**config.mk**
```make
export PLATFORM = sky130hd
export DESIGN_NAME = ternary_stream_tx
export DESIGN_NICKNAME = d
export VERILOG_FILES = /design/src/rtl/ternary_stream_tx.sv
export SDC_FILE = /design/constraint.sdc
export NUM_CORES = 1
export LEC_CHECK = 0
export ABC_AREA = 1
export ABC_CLOCK_PERIOD_IN_PS = 6640
export CAP_MARGIN = 20
export CORE_MARGIN = 4
export CORE_UTILIZATION = 64
export CTS_BUF_LIST = sky130_fd_sc_hd__clkbuf_2 sky130_fd_sc_hd__clkbuf_4 sky130_fd_sc_hd__clkbuf_8
export CTS_CLUSTER_SIZE = 30
export DETAILED_ROUTE_END_ITERATION = 10
export PLACE_DENSITY = 0.85
export SYNTH_ARGS = -nofsm -noshare
export SYNTH_HDL_FRONTEND = slang
export SYNTH_SLANG_ARGS = --single-unit
```
**constraint.sdc**
```tcl
create_clock -name clk -period 6.64 [get_ports clk]
set_input_delay 0.996 -clock clk [delete_from_list [all_inputs] [get_ports clk]]
set_output_delay 0.996 -clock clk [all_outputs]
set_load 0.005 [all_outputs]
```
**src/rtl/ternary_stream_tx.sv**
```systemverilog
// Streams packed ternary weights, then activation words, into the accelerator and
// tags each returned result with the accelerator row that produced it.
module ternary_stream_tx #(
    parameter int unsigned MAX_IN_LEN  = 16,
    parameter int unsigned MAX_OUT_LEN = 8,
    parameter int unsigned RES_LAT     = 1
) (
    input  logic        clk,
    input  logic        rst,
    input  logic        start,
    input  logic        wr_en,
    input  logic [3:0]  wr_addr,
    input  logic [15:0] wr_data,
    input  logic        vec_valid,
    input  logic [15:0] vec_data,
    input  logic        vec_last,
    output logic        vec_ready,
    output logic [15:0] tx_word,
    output logic        acc_rst_n,
    input  logic [7:0]  rx_data,
    output logic        res_valid,
    output logic [7:0]  res_data,
    output logic [2:0]  res_row,
    output logic        busy,
    output logic        done
);

    localparam logic [2:0] S_IDLE  = 3'd0;
    localparam logic [2:0] S_ARST  = 3'd1;
    localparam logic [2:0] S_HDR   = 3'd2;
    localparam logic [2:0] S_LOAD  = 3'd3;
    localparam logic [2:0] S_MULT  = 3'd4;
    localparam logic [2:0] S_DRAIN = 3'd5;

    localparam int unsigned COL_W = (MAX_IN_LEN > 1) ? $clog2(MAX_IN_LEN) : 1;
    localparam int unsigned DR_W  = (RES_LAT > 1) ? $clog2(RES_LAT) : 1;
    localparam logic [COL_W-1:0] LAST_COL = COL_W'(MAX_IN_LEN - 1);
    localparam logic [2:0]       LAST_ROW = 3'(MAX_OUT_LEN - 1);
    localparam logic [DR_W-1:0]  LAST_DR  = DR_W'(RES_LAT - 1);

    logic [2:0]       r_state, w_state;
    logic [COL_W-1:0] r_col, w_col;
    logic [2:0]       r_row, w_row;
    logic [DR_W-1:0]  r_drain, w_drain;
    logic [15:0]      r_tx, w_tx;
    logic             r_tx_vld, w_tx_vld;
    logic             r_vec_ready, w_vec_ready;
    logic             r_done, w_done;
    logic             r_acc_rst_n, r_busy;
    logic             r_res_valid;
    logic [7:0]       r_res_data;
    logic [2:0]       r_res_row;
    logic [15:0]      r_buf [MAX_IN_LEN];
    logic [RES_LAT-1:0]      r_pipe_vld;
    logic [RES_LAT-1:0][2:0] r_pipe_row;

    logic        w_accept;
    logic [15:0] w_mult_tx;
    logic        w_mult_rdy;

    // tx_word is registered, so vec_ready leads the MULT cycles by one: a word
    // accepted at the end of cycle N is on tx_word during cycle N+1.
    assign w_accept   = r_vec_ready & vec_valid;
    assign w_mult_tx  = w_accept ? vec_data : '0;
    assign w_mult_rdy = ~(w_accept & vec_last);

    always_comb begin
        w_state     = r_state;
        w_col       = r_col;
        w_row       = r_row;
        w_drain     = r_drain;
        w_tx        = '0;
        w_tx_vld    = 1'b0;
        w_vec_ready = 1'b0;
        w_done      = 1'b0;
        case (r_state)
            S_IDLE: begin
                if (start) begin
                    w_state = S_ARST;
                end
            end
            S_ARST: begin
                w_state = S_HDR;
                w_tx    = '1;
            end
            S_HDR: begin
                w_state     = S_LOAD;
                w_col       = '0;
                w_tx        = r_buf[0];
                w_vec_ready = (LAST_COL == '0);
            end
            S_LOAD: begin
                if (r_col == LAST_COL) begin
                    w_state     = S_MULT;
                    w_row       = '0;
                    w_tx        = w_mult_tx;
                    w_tx_vld    = w_accept;
                    w_vec_ready = w_mult_rdy;
                end else begin
                    w_col       = r_col + 1'b1;
                    w_tx        = r_buf[w_col];
                    w_vec_ready = (w_col == LAST_COL);
                end
            end
            S_MULT: begin
                if (!r_vec_ready) begin
                    w_state = S_DRAIN;
                    w_drain = '0;
                end else begin
                    w_row       = (r_row == LAST_ROW) ? 3'd0 : r_row + 3'd1;
                    w_tx        = w_mult_tx;
                    w_tx_vld    = w_accept;
                    w_vec_ready = w_mult_rdy;
                end
            end
            S_DRAIN: begin
                if (r_drain == LAST_DR) begin
                    w_state = S_IDLE;
                    w_done  = 1'b1;
                end else begin
                    w_drain = r_drain + 1'b1;
                end
            end
            default: w_state = S_IDLE;
        endcase
    end

    always_ff @(posedge clk or posedge rst) begin
        if (rst) begin
            r_state     <= S_IDLE;
            r_col       <= '0;
            r_row       <= '0;
            r_drain     <= '0;
            r_tx        <= '0;
            r_tx_vld    <= 1'b0;
            r_vec_ready <= 1'b0;
            r_done      <= 1'b0;
            r_acc_rst_n <= 1'b0;
            r_busy      <= 1'b0;
        end else begin
            r_state     <= w_state;
            r_col       <= w_col;
            r_row       <= w_row;
            r_drain     <= w_drain;
            r_tx        <= w_tx;
            r_tx_vld    <= w_tx_vld;
            r_vec_ready <= w_vec_ready;
            r_done      <= w_done;
            r_acc_rst_n <= (w_state != S_ARST);
            r_busy      <= (w_state != S_IDLE);
        end
    end

    // Row tags follow each sent word through the accelerator latency.
    always_ff @(posedge clk or posedge rst) begin
        if (rst) begin
            r_pipe_vld  <= '0;
            r_pipe_row  <= '0;
            r_res_valid <= 1'b0;
            r_res_data  <= '0;
            r_res_row   <= '0;
        end else begin
            r_pipe_vld[0] <= r_tx_vld;
            r_pipe_row[0] <= r_row;
            for (int unsigned i = 1; i < RES_LAT; i++) begin
                r_pipe_vld[i] <= r_pipe_vld[i-1];
                r_pipe_row[i] <= r_pipe_row[i-1];
            end
            r_res_valid <= r_pipe_vld[RES_LAT-1];
            if (r_pipe_vld[RES_LAT-1]) begin
                r_res_data <= rx_data;
                r_res_row  <= r_pipe_row[RES_LAT-1];
            end
        end
    end

    always_ff @(posedge clk) begin
        if (r_state == S_IDLE && wr_en && 32'(wr_addr) < MAX_IN_LEN) begin
            r_buf[wr_addr[COL_W-1:0]] <= wr_data;
        end
    end

    assign vec_ready = r_vec_ready;
    assign tx_word   = r_tx;
    assign acc_rst_n = r_acc_rst_n;
    assign res_valid = r_res_valid;
    assign res_data  = r_res_data;
    assign res_row   = r_res_row;
    assign busy      = r_busy;
    assign done      = r_done;

endmodule

```
## Word level (Yosys, flattened, before mapping)

Memories as Yosys holds them, arrays and structs flattened.
Index checks and enable logic that the tools add are counted.

- $add $sub $neg: 3
- Equal/unequal tests: 13
- Mux-type cells: 28
- Bitwise gates (word level): 3
- Reductions and logical operators: 9

Operators with widths:

| cell | number |
|---|---|
| $pmux W16 S4 | 1 |
| $mux W16 | 3 |
| $mux W3 | 7 |
| $pmux W3 S6 | 1 |
| $mux W1 | 10 |
| $eq A3 B3 Y1 const B | 3 |
| $eq A4 B4 Y1 const B | 2 |
| $ne A2 B2 Y1 const B | 4 |
| $pmux W4 S2 | 1 |
| $eq A3 B2 Y1 const B | 2 |
| $pmux W1 S2 | 3 |
| $pmux W3 S2 | 1 |
| $reduce_bool A2 Y1 | 3 |
| $add A4 B1 Y4 const B | 1 |
| $mux W4 | 1 |
| $reduce_and A2 Y1 | 2 |
| $add A3 B1 Y3 const B | 1 |
| $eq A3 B1 Y1 const B | 1 |
| $logic_not A3 Y1 | 1 |
| $ne A3 B1 Y1 const B | 1 |
| $reduce_and A3 Y1 | 1 |
| $reduce_bool A3 Y1 | 1 |
| $and A1 B1 Y1 | 2 |
| $add A1 B1 Y1 const B | 1 |
| 2 further kinds | 2 |

- Register bits: 48
- Bits in writable memories: 256
- Input bits: 50
- Output and inout port bits: 32
- Logic and storage cells: 72
- Memories kept: 1

Memory list:

| memory | words | width | rd ports | clocked after Yosys merged registers in | write ports | RTL line | RTL |
|---|---|---|---|---|---|---|---|
| r_buf | 16 | 16 | 2 | 0 | 1 | 53 | `logic [15:0] r_buf [MAX_IN_LEN];` |

## Longest topological paths before layout

- Depth in word-level cells: 5
- Depth in mapped cells: 13
- Gate-level depth less buffers: 9

## Least setup slack after synthesis

Ideal clock, no wire load.

- Path kind: input port to flip-flop
- Start point: input port wr_en
- End point: memory r_buf[0][0], enable pin
- Library setup time: 0.388 ns
- Arrival: 2.035 ns
- Data required time: 6.252 ns
- Setup slack: 4.216 ns
- Stages on the path: 3
- Buffers on the path: 0
- Path through: and3_1 nand3_1 nor2_1

- Cells in the longest elaborated chain, start to end: 3

Ends and longest elaborated chain:

| element | RTL line | RTL |
|---|---|---|
| start: declaration | 11 | `input logic wr_en,` |
| $logic_and A1 B1 Y1 | 178 | `if (r_state == S_IDLE && wr_en && 32'(wr_addr) < MAX_IN_LEN) begin` |
| $mux W1 | 178 |  |
| $mux W1 (not written as such) | 179 | `r_buf[wr_addr[COL_W-1:0]] <= wr_data;` |
| end: declaration | 53 |  |

No other way between the ends.

## Worst setup path in the final report

- Start point: register r_col[0]
- End point: register r_tx[4], in the netlist tx_word[4]

- Cells in the longest elaborated chain, start to end: 4
- Elaborated cells on any way between the ends: 5
- Classes of those cells: add/sub: 1; eq/ne: 1; mux: 2; memory: 1

Ends and longest elaborated chain:

| element | RTL line | RTL |
|---|---|---|
| start: declaration | 42 | `logic [COL_W-1:0] r_col, w_col;` |
| start signal: assignment | 142 | `r_col <= w_col;` |
| $add A4 B1 Y4 | 100 | `w_col = r_col + 1'b1;` |
| $mem_v2 Z16 W16 | - |  |
| $mux W16 (*) | 93 | `if (r_col == LAST_COL) begin` |
| $pmux W16 S4 (*) | 76 | `case (r_state)` |
| net w_tx[4] | 45 | `logic [15:0] r_tx, w_tx;` |
| end signal: assignment | 145 | `r_tx <= w_tx;` |
| end: declaration | 45 |  |

The timed path passes the listed nets; every way through them passes the cells marked *.
A chain may end at the register's enable or synchronous reset.

==> impl_results.md <==
* PnR worst setup slack at 3.71 ns
* Total negative slack at 0 ns
* Hold buffer count at CTS at 0
* Sw Ratio at 36.7%
* Flop2flop setup slack at 3.71 ns
* Area growth from synthesis to layout at 16.8%
* Worst slew margin at 25.0%
* Die footprint at 0.0214 mm2
* Core ar. at 0.0188 mm2
* Clock Pin Slew Worst Setup and Hold Paths at 0.06 ns
* Row count at 50
* Leak Pwr at 5.36 nW
* Total CTS buffers at 45
* Antenna violations before repair at 0
* DP Area at 0.0134 mm2
* Synth warn at 0
* Sequential Power Share at 37.3%
* Pre-Repair DR Iteration Count at 5
* H-tree levels at 2
* P per Cell Area at 426 mW/mm2
* Routed WL at 29600 um
* Dpl ws at 3.79 ns
* Fmax achieved at 341 MHz
* Initial core utilization at 65.4%
* Commonest non-fill, non-tap cell in the layout: edfxtp_1
* Fin area at 0.0143 mm2
* Final hold viol count at 0
* Post-CTS Setup Inserts at 0
* CTS tree: built
* Status: complete, no violations
* # diodes at 0
* Critical path launch point type: register
* Die Ht at 146 um
* Clock Latency Late Sink at 0.55 ns
* Reg-to-Reg End: tx_word[4]$_DFF_PP0_
* Drt wl/cell at 20.9 um
* DRC Markers at 0
* Slew Limit Fails at 0
* Syn Nets at 1096
* Most frequent cells in the layout: edfxtp_1, nor2_1, nand2_1
* CP Data Required Time at 7.11 ns
* Unique masters post-synth at 29
* Post-route minimum period at 2.93 ns
* Post-Syn Area at 0.0123 mm2
* Die X at 146 um
* Hold crit path type: reg -> reg
* Final setup viols at 0
* Cells after synthesis at 1042
* Total Routing Usage GR at 27.5%
* CTS sink count at 303
* Via count at 8588
* Worst slew pin tran at 1.12 ns
* R2R Path Start: r_col[0]$_DFFE_PP0P_
* CP Class: reg -> reg
* Worst Setup End Kind: register
* DRT antenna net count at 0
* Register area share after synthesis at 72.2%
* P_int at 3.87 mW
* Comb power frac at 36.7%
* Max Cap Violations at 0
* NetSw at 2.24 mW
* Seq cells post-synth at 303
* Post-route insts no fill at 1411
* Max clock buf depth at 3
* Placed Cells at 1327
* Vias in the first global route at 8338
* Nets at 1194
* Tcrit/Tclk final at 44.2%
* Min-delay src: r_tx_vld$_DFF_PP0_
* I/O pin total at 82
* DRT iter0 DRCs at 1092
* Share of cells above drive strength 1 at 11.1%
* Worst reg2reg path depth at 7
* Via/cell ratio at 6.09
* Clock share of power at 26.0%
* WHS Endpoint: r_pipe_vld$_DFF_PP0_
* # port buffers at 81
* # fillers at 1061
* Max VDD drop at 0.389 mV
* Syn Area/Cell at 11.8 um2
* CP arrival at 3.40 ns
* Worst-path fanout max at 88
* Hold Path Cell Cnt at 0
* Clock tree root buffer cell: clkbuf_8
* RSZ-0062 raised after global routing: false
* DP HPWL at 16600 um
* Grt ovf at 0
* Cts repair resizes at 0
* Hold Slack at 0.383 ns
* GPL Wtd Cong at 0.870
* Largest net degree at the start of global routing at 89
* First-pass GRT wire length at 45600 um
* Skew final at 0.0342 ns
[critical path, cell delays in order (launching register included)]
cell	delay (ns)
dfrtp_4	0.78
clkinv_2	0.13
ha_2	0.35
buf_4	0.72
o21ai_0	0.25
o211ai_1	0.26
nand3_1	0.19
nand3_1	0.15
[synthesized netlist by cell type]
cell type	count	area [um2]
inv_1	70	263
nor3_1	1	5.00
o21ai_0	105	526
nand4_1	1	6.26
nor3_2	1	10.0
nor2_2	2	12.5
o211ai_1	25	188
buf_6	1	11.3
edfxtp_1	256	7690
and3_1	1	6.26
buf_1	3	11.3
nand3_1	113	566
nand2_1	124	465
nor2_1	199	747
inv_2	1	3.75
a21oi_1	16	80.1
dfrtp_1	47	1180
mux2_2	11	124
nor2_4	2	22.5
xor2_1	3	26.3
xnor2_1	1	8.76
clkbuf_1	24	90.1
nand3_2	1	10.0
ha_1	4	50.1
o22ai_1	1	6.26
a22o_1	2	17.5
buf_2	22	110
o41ai_1	1	8.76
buf_4	4	30.0
[flip-flops by register name (all words and copies together) (netlist names), 3 cells and up]
name,count
r_buf,256
tx_word,16
res_data,8
r_col,4
r_pipe_row,3
r_row,3
r_state,3
res_row,3
[worst max-delay path by stage]
stage                    startpoint               endpoint
3_5_place_dp   r_col[0]$_DFFE_PP0P_   tx_word[4]$_DFF_PP0_
5_1_grt        r_col[0]$_DFFE_PP0P_   tx_word[4]$_DFF_PP0_
2_1_floorplan                 wr_en  r_buf[0][0]$_DFFE_PP_
3_3_place_gp   r_col[0]$_DFFE_PP0P_  tx_word[12]$_DFF_PP0_
4_1_cts        r_col[0]$_DFFE_PP0P_   tx_word[4]$_DFF_PP0_
6_report       r_col[0]$_DFFE_PP0P_   tx_word[4]$_DFF_PP0_
[stage by stage]
step / power (mW) / util, %
after floorplan: 3.79 / -
after global placement: 4.36 / 71.0
after detailed placement: 4.46 / 71.1
after CTS: 6.07 / 76.4
after global routing: 6.43 / 76.4
final: 6.10 / 76.4
[per-layer routing]
layer	track usage, %	up-vias	part of all wire (%)
met4	11.1	0	3.3
met3	6.64	85	11
li1	-	3822	-
met1	35.5	4123	37
met2	45.5	558	49
met5	0	-	0
[power by group through the flow]
stage / Clock [mW] / Combinational [mW] / Sequential [mW]
after floorplan: 0 / 1.53 / 2.26
after global routing: 1.70 / 2.45 / 2.28
after global placement: 0 / 2.06 / 2.31
after CTS: 1.59 / 2.21 / 2.27
final: 1.59 / 2.24 / 2.27
after detailed placement: 0 / 2.16 / 2.31
[kinds of logic after synthesis]
logic type	Yosys count	synth area share, %
simple gates	445	15.1
flops	303	72.2
compound gates	150	6.73
buf+inv	125	4.23
mux	11	1.01
xor+xnor	4	0.286
fa+ha+maj	4	0.408
[cell type report]
class                   count  area (um2)  share of cell area [%]
clock inverters             5        51.3                   0.358
well taps                 234         293                    2.04
repair buffers            105        1010                    7.05
flip-flops and latches    303        8870                    61.9
multi-input cells         614        2910                    20.3
inverters                  71         268                    1.87
clock buffers              79         931                    6.49
Note: power is estimated with default switching activity, not from simulation.
